===== src/rtl/rojobot_host_if.sv =====
// Host-side register slave for the Rojobot BOT block: captures each BOT
// system-register update into a coherent snapshot, raises a maskable
// interrupt, and drives MotCtl/BotConfig with a motor-command watchdog.
module rojobot_host_if #(
  parameter logic [7:0]  DEFAULT_MOTCTL = 8'h00,
  parameter logic [7:0]  DEFAULT_CONFIG = 8'h00,
  parameter int unsigned WDOG_W         = 24
) (
  input  logic        clk,
  input  logic        reset,
  input  logic        bus_sel,
  input  logic        bus_we,
  input  logic [2:0]  bus_addr,
  input  logic [31:0] bus_wdata,
  output logic [31:0] bus_rdata,
  output logic        bus_ready,
  input  logic [7:0]  LocX,
  input  logic [7:0]  LocY,
  input  logic [7:0]  BotInfo,
  input  logic [7:0]  Sensors,
  input  logic        upd_sysregs,
  output logic [7:0]  MotCtl,
  output logic [7:0]  BotConfig,
  output logic        irq
);

  typedef enum logic [2:0] {
    A_SNAP   = 3'd0,
    A_STATUS = 3'd1,
    A_MOTCTL = 3'd2,
    A_BOTCFG = 3'd3,
    A_LIVE   = 3'd4,
    A_WDOG   = 3'd5
  } reg_addr_e;

  logic              r_upd_prev;
  logic [31:0]       r_snap;
  logic [15:0]       r_upd_count;
  logic              r_pending, r_overrun, r_irq_en, r_wdog_trip;
  logic [WDOG_W-1:0] r_timeout, r_wdog_cnt;
  logic [7:0]        r_motctl, r_botcfg;
  logic [31:0]       r_rdata;
  logic              r_ready, r_irq;

  logic              w_upd_evt, w_wr, w_rd;
  logic              w_wr_status, w_wr_motctl, w_wr_botcfg, w_wr_wdog;
  logic              w_clr_pending;
  logic [31:0]       w_live;
  logic [31:0]       w_snap_nxt, w_rdata_nxt;
  logic [15:0]       w_count_nxt;
  logic              w_pending_nxt, w_overrun_nxt, w_irq_en_nxt, w_trip_nxt;
  logic [WDOG_W-1:0] w_timeout_nxt, w_cnt_nxt;
  logic [7:0]        w_motctl_nxt, w_botcfg_nxt;
  logic              w_unused;

  assign w_upd_evt     = upd_sysregs ^ r_upd_prev;
  assign w_wr          = bus_sel & bus_we;
  assign w_rd          = bus_sel & ~bus_we;
  assign w_wr_status   = w_wr && (bus_addr == A_STATUS);
  assign w_wr_motctl   = w_wr && (bus_addr == A_MOTCTL);
  assign w_wr_botcfg   = w_wr && (bus_addr == A_BOTCFG);
  assign w_wr_wdog     = w_wr && (bus_addr == A_WDOG);
  assign w_clr_pending = w_wr_status & bus_wdata[0];
  assign w_live        = {LocX, LocY, BotInfo, Sensors};
  assign w_unused      = ^bus_wdata;

  // Next-state for capture, status, watchdog and read-data mux
  always_comb begin
    w_snap_nxt    = r_snap;
    w_count_nxt   = r_upd_count;
    w_pending_nxt = r_pending;
    w_overrun_nxt = r_overrun;
    w_irq_en_nxt  = r_irq_en;
    w_trip_nxt    = r_wdog_trip;
    w_timeout_nxt = r_timeout;
    w_cnt_nxt     = r_wdog_cnt;
    w_motctl_nxt  = r_motctl;
    w_botcfg_nxt  = r_botcfg;
    w_rdata_nxt   = r_rdata;

    // Clears are applied first so that same-cycle sets take priority
    if (w_clr_pending)                   w_pending_nxt = 1'b0;
    if (w_wr_status && bus_wdata[1])     w_overrun_nxt = 1'b0;
    if (w_wr_status && bus_wdata[3])     w_trip_nxt    = 1'b0;
    if (w_wr_status)                     w_irq_en_nxt  = bus_wdata[2];
    if (w_wr_botcfg)                     w_botcfg_nxt  = bus_wdata[7:0];

    if (w_upd_evt) begin
      w_snap_nxt    = w_live;
      w_count_nxt   = r_upd_count + 16'd1;
      w_pending_nxt = 1'b1;
      if (r_pending && !w_clr_pending) w_overrun_nxt = 1'b1;
    end

    // A reload in the expiry cycle pre-empts the trip
    if (w_wr_motctl) w_motctl_nxt = bus_wdata[7:0];
    if (w_wr_wdog) begin
      w_timeout_nxt = bus_wdata[WDOG_W-1:0];
      w_cnt_nxt     = bus_wdata[WDOG_W-1:0];
    end else if (w_wr_motctl) begin
      w_cnt_nxt = r_timeout;
    end else if (r_wdog_cnt != '0) begin
      w_cnt_nxt = r_wdog_cnt - WDOG_W'(1);
      if (r_wdog_cnt == WDOG_W'(1)) begin
        w_motctl_nxt = 8'h00;
        w_trip_nxt   = 1'b1;
      end
    end

    if (w_rd) begin
      case (bus_addr)
        A_SNAP:   w_rdata_nxt = r_snap;
        A_STATUS: w_rdata_nxt = {r_upd_count, 12'h000, r_wdog_trip, r_irq_en, r_overrun, r_pending};
        A_MOTCTL: w_rdata_nxt = {24'h0, r_motctl};
        A_BOTCFG: w_rdata_nxt = {24'h0, r_botcfg};
        A_LIVE:   w_rdata_nxt = w_live;
        A_WDOG:   w_rdata_nxt = 32'(r_timeout);
        default:  w_rdata_nxt = '0;
      endcase
    end
  end

  // State registers; irq is registered from the next-state terms so it
  // rises together with pending
  always_ff @(posedge clk or posedge reset) begin
    if (reset) begin
      r_upd_prev  <= 1'b0;
      r_snap      <= '0;
      r_upd_count <= '0;
      r_pending   <= 1'b0;
      r_overrun   <= 1'b0;
      r_irq_en    <= 1'b0;
      r_wdog_trip <= 1'b0;
      r_timeout   <= '0;
      r_wdog_cnt  <= '0;
      r_motctl    <= DEFAULT_MOTCTL;
      r_botcfg    <= DEFAULT_CONFIG;
      r_rdata     <= '0;
      r_ready     <= 1'b0;
      r_irq       <= 1'b0;
    end else begin
      r_upd_prev  <= upd_sysregs;
      r_snap      <= w_snap_nxt;
      r_upd_count <= w_count_nxt;
      r_pending   <= w_pending_nxt;
      r_overrun   <= w_overrun_nxt;
      r_irq_en    <= w_irq_en_nxt;
      r_wdog_trip <= w_trip_nxt;
      r_timeout   <= w_timeout_nxt;
      r_wdog_cnt  <= w_cnt_nxt;
      r_motctl    <= w_motctl_nxt;
      r_botcfg    <= w_botcfg_nxt;
      r_rdata     <= w_rdata_nxt;
      r_ready     <= bus_sel;
      r_irq       <= w_pending_nxt & w_irq_en_nxt;
    end
  end

  assign bus_rdata = r_rdata;
  assign bus_ready = r_ready;
  assign MotCtl    = r_motctl;
  assign BotConfig = r_botcfg;
  assign irq       = r_irq;

endmodule


===== config.mk =====
export PLATFORM = sky130hd
export DESIGN_NAME = rojobot_host_if
export DESIGN_NICKNAME = d
export VERILOG_FILES = /design/src/rtl/rojobot_host_if.sv
export SDC_FILE = /design/constraint.sdc
export NUM_CORES = 1
export LEC_CHECK = 0
export BUFFER_PORTS_ARGS = -buffer_cell sky130_fd_sc_hd__buf_2
export CAP_MARGIN = 40
export CORE_MARGIN = 2
export CORE_UTILIZATION = 35
export CTS_CLUSTER_DIAMETER = 60
export DETAILED_ROUTE_END_ITERATION = 6
export HOLD_SLACK_MARGIN = 0.08
export SETUP_SLACK_MARGIN = 0.5
export SYNTH_ARGS = -nofsm -noshare
export SYNTH_HDL_FRONTEND = slang
export SYNTH_SLANG_ARGS = --single-unit

===== constraint.sdc =====
create_clock -name clk -period 4.57 [get_ports clk]
set_clock_uncertainty 0.05 [all_clocks]
set_input_delay 0.2285 -clock clk [delete_from_list [all_inputs] [get_ports clk]]
set_output_delay 0.2285 -clock clk [all_outputs]
set_load 0.05 [all_outputs]

# After elaboration in Yosys (flattened, before gate mapping)
# Cells that the tools add are included.
[totals] inputBits=72 register_bits=151 word_cells=59
[op_classes] n_bitwise=6 n_eq_ne=6 n_reduce_logical=11 mux=20 addsub=2
[op_table] op="one-hot mux 32 bit (6 select lines)" count=1
[op_table] op="two-way mux 24 bit" count=3
[op_table] op="two-way mux 8 bit" count=5
[op_table] op="== test 24 x 1 -> 1 bit (second input constant)" count=1
[op_table] op="nonzero test 24 bit" count=1
[op_table] op="subtractor 24 x 1 -> 24 bit (second input constant)" count=1
[op_table] op="adder 16 x 1 -> 16 bit (second input constant)" count=1
[op_table] op="two-way mux 1 bit" count=11
[op_table] op="logical AND 1 bit" count=7
[op_table] op="== test 3 x 2 -> 1 bit (second input constant)" count=2
[op_table] op="== test 3 bit (second input constant)" count=2
[op_table] op="AND 1 bit" count=4
[op_table] op="== test 3 x 1 -> 1 bit (second input constant)" count=1
[op_table] op="logical NOT 3 bit" count=1
[op_table] op="nonzero test 3 bit" count=1
[op_table] op="logical NOT 1 bit" count=1
[op_table] op="NOT 1 bit" count=1
[op_table] op="XOR 1 bit" count=1

# Depth between registers and ports, before layout
[depth] word_depth=8 mapped_depth=9 depth_no_buf=8

# Worst setup path after synthesis
# OpenSTA, ideal clock, no wires.
[synth_path] kind="register to register" from="register r_wdog_cnt[2]" to="register r_wdog_cnt[0]" path_stages_with_launch=8 path_slack_ps=2546 t_arrival_ps=1847 period_less_slack_ps=2024 cell_sequence="dfrtp_1 -> nor4_4 -> nand3_2 -> nor3_4 -> and4_1 -> buf_4 -> buf_6 -> o22ai_1"
[synth_via] elab_chain_cells=2
[synth_rtl] item="start: declaration" line_no="40" rtl="logic [WDOG_W-1:0] r_timeout, r_wdog_cnt;"
[synth_rtl] item="start signal: assignment" line_no="150" rtl="r_wdog_cnt <= w_cnt_nxt;"
[synth_rtl] item="nonzero test 24 bit" line_no="102" rtl="end else if (r_wdog_cnt != '0) begin"
[synth_rtl] item="nonzero test 3 bit (no source line)"
# Every way passes these cells.
# A chain may end at the register's enable or synchronous reset.

# Worst setup path after layout
# Ends and elaborated chain as after synthesis.

==> results.md <==
* Outcome: complete, no violations
* Share of layout cells above drive strength 1 at 21.7%
* Syn Std Cell Area at 7310 µm²
* Critical path cell sequence: nor4_4 -> nand3_2 -> nor3_4 -> and4_1 -> buf_16 -> a21oi_1 -> o22ai_1
* Antenna violations before repair at 0
* Vias per inst at 5.05
* DRC viols at 0
* Netlist cell types at 51
* Rows at 52
* Dpl hpwl at 13.6 mm
* First-pass GRT wire length at 32.9 mm
* WP data arrival at 2.84 ns
* Clock transition at path regs at 0.06 ns
* Fin Setup TNS at 0 ns
* Starting DRT DRC Count at 396
* Synth Net Count at 842
* Crit Path Class: reg2reg
* Buf+Inv Stages, Crit Path at 1
* WL final at 20.4 mm
* Final #Nets at 1003
* Pwr dens at 475 nW/µm²
* Fraction of registers with async set/reset at 100%
* Sink Count at 151
* Largest fanout on the critical path at 20
* # port buffers at 113
* Total grt overflow at 0
* Crit path time final at 2.54 ns
* FF-to-FF path depth at 7
* Leak at 0.00444 µW
* Die X at 149 µm
* Cell count after synthesis at 766
* CP max-delay cell: nor4_4
* Num ports at 122
* Crit start category: flop
* Worst R2R Start: r_wdog_cnt[2]$_DFFE_PP0P_
* TritonCTS Buffers at 17
* DIE HEIGHT at 149 µm
* CTS max path bufs at 2
* Worst slew margin at 47.0%
* Worst-margin pin slew at 0.791 ns
* Most common cell after layout, fill and taps aside: nand2_1
* Max_cap viols at 0
* Vias in the first global route at 6111
* Crit-path leading delay family: simple AND/OR/NAND/NOR gates
* CTS root buffer: clkbuf_16
* CP endpoint kind: flop
* Most frequent cells in the layout: 252 x nand2_1, 151 x dfrtp_1, 113 x buf_2
* H-tree Lvls at 4
* Post-route cell area at 9440 µm²
* Core box area at 20400 µm²
* Placement Cell Area at 8210 µm²
* All-Layer GR Usage at 19.3%
* Register area at 3780 µm²
* R2R setup slack at 2.03 ns
* CTS tree: yes
* DR vias at 6105
* Starting Density at 35.9%
* Area of the multi-input gates at 3350 µm²
* Synth Warn # at 0
* Final hold vios at 0
* Die Footprint at 22100 µm²
* CP max stage delay at 0.58 ns
* Pin count of the biggest net entering global routing at 106
* Placer Congestion at 0.784
* Seq cells post-synth at 151
* Routed WL per cell at 16.9 µm
* Worst Hold Class: in2async
* Peak supply drop at 0.000266 V
* Routed Antenna Nets at 0
* Antenna Diode Count at 0
* Max-slew violations at 0
* DRT Pass-1 Iters at 5
* Filler cell count at 1938
* Synth Flop Type: dfrtp_1
* Synthesis-to-layout area growth at 29.0%
* Postcts setup bufs at 0
* Part of the Yosys area used for sequential elements at 51.7%
* Maximum clock rate at 393 MHz
* Mapped Avg Cell Area at 9.55 µm²
* Required @ worst endpoint at 4.86 ns
* Setup violations, final at 0
* R2r endpoint: r_wdog_cnt[0]$_DFFE_PP0P_
* Fin crit share at 55.7%
* Clock Latency Late Sink at 0.43 ns
* RSZ-0062 raised after global routing: no
* Post-synth EDFFs at 0
[metrics by stage]
step	total power, µW	hold WS [ns]	cells	util (%)	worst slack (ns)
after floorplan	2620	0.210	766	-	2.39
after global placement	2910	0.363	1116	40.0	1.71
after global routing	4720	0.287	1210	46.4	1.78
after CTS	4530	0.252	1210	46.4	2.02
after detailed placement	2940	0.166	1119	40.3	2.06
final	4480	0.273	1210	46.4	2.03
[cell families after synthesis]
logic type / after synthesis / share of synthesized area, %
simple gates: 353 / 21.5
flops: 151 / 51.7
compound gates: 124 / 10.4
buf+inv: 48 / 2.75
mux: 48 / 8.50
xor+xnor: 38 / 4.55
fa+ha+maj: 4 / 0.684
[synth_stat cells (all sizes together) (4+ instances only)]
cell,number,area [µm²]
xnor2,19,166
o21ai,30,150
clkbuf,31,116
mux2,23,259
a211oi,5,42.5
nand3,13,75.1
a31oi,4,25.0
nor2,30,113
a21oi,44,220
mux4,9,203
nor3b,14,116
nor4,7,58.8
nand4,8,50.1
mux2i,16,160
nand2,252,946
ha,4,50.1
dfrtp,151,3780
o211ai,11,82.6
xor2,19,166
o22a,4,35.0
o22ai,7,43.8
nor3,6,51.3
or3,4,25.0
a22o,9,78.8
nand2b,4,25.0
buf,14,73.8
[layout make-up]
class                      count  share of cell area, %
clock inverter                13                   2.16
tap                          270                   3.58
timing repair buffer         187                   14.0
sequential                   151                   40.0
clock buffer                  19                   4.59
inverter                       3                  0.159
multi-input combinational    567                   35.5
[timing repair]
item	in CTS	in global routing
gates resized for setup	0	0
hold endpoints to repair	147	0
hold buffers	59	0
[state kept, by name (all words and copies together) (netlist names)]
name	count
r_upd_count	16
bus_ready	1
BotConfig	8
r_snap	32
r_wdog_cnt	24
r_upd_prev	1
bus_rdata	32
irq	1
r_irq_en	1
r_wdog_trip	1
r_overrun	1
MotCtl	8
r_pending	1
r_timeout	24
[where the power goes]
| group | total (µW) | switching, µW | internal, µW |
|---|---|---|---|
| clock | 1530 | 561 | 966 |
| combinational | 1090 | 658 | 437 |
| sequential | 1860 | 263 | 1600 |
| total | 4480 | 1480 | 3000 |
[worst register-to-register path, cell delays in order, from the launching register on]
cell and delay, ns:
dfrtp_1 0.45, nor4_4 0.58, nand3_2 0.20, nor3_4 0.32, and4_1 0.47, buf_16 0.21, a21oi_1 0.05, o22ai_1 0.12
[worst max path at each step]
stage          slack (ns)                   endpoint                  startpoint  cells after the start
2_1_floorplan        2.39   BotConfig[0]$_DFFE_PP0P_                       reset                      1
4_1_cts              2.02  r_wdog_cnt[0]$_DFFE_PP0P_   r_wdog_cnt[2]$_DFFE_PP0P_                      7
3_3_place_gp         1.71  r_wdog_cnt[1]$_DFFE_PP0P_   r_wdog_cnt[2]$_DFFE_PP0P_                      5
3_5_place_dp         2.06  r_wdog_cnt[0]$_DFFE_PP0P_   r_wdog_cnt[2]$_DFFE_PP0P_                      7
6_report             2.03  r_wdog_cnt[0]$_DFFE_PP0P_   r_wdog_cnt[2]$_DFFE_PP0P_                      7
5_1_grt              1.78  r_wdog_cnt[0]$_DFFE_PP0P_  r_wdog_cnt[11]$_DFFE_PP0P_                      7
[per-layer routing]
layer | share of wire [%] | global-route usage, %
met3 | 4.7 | 4.11
met4 | 1.6 | 5.81
met5 | 0 | 0
met2 | 47 | 30.4
met1 | 47 | 27.1
Power figures use the tool's default switching activity.
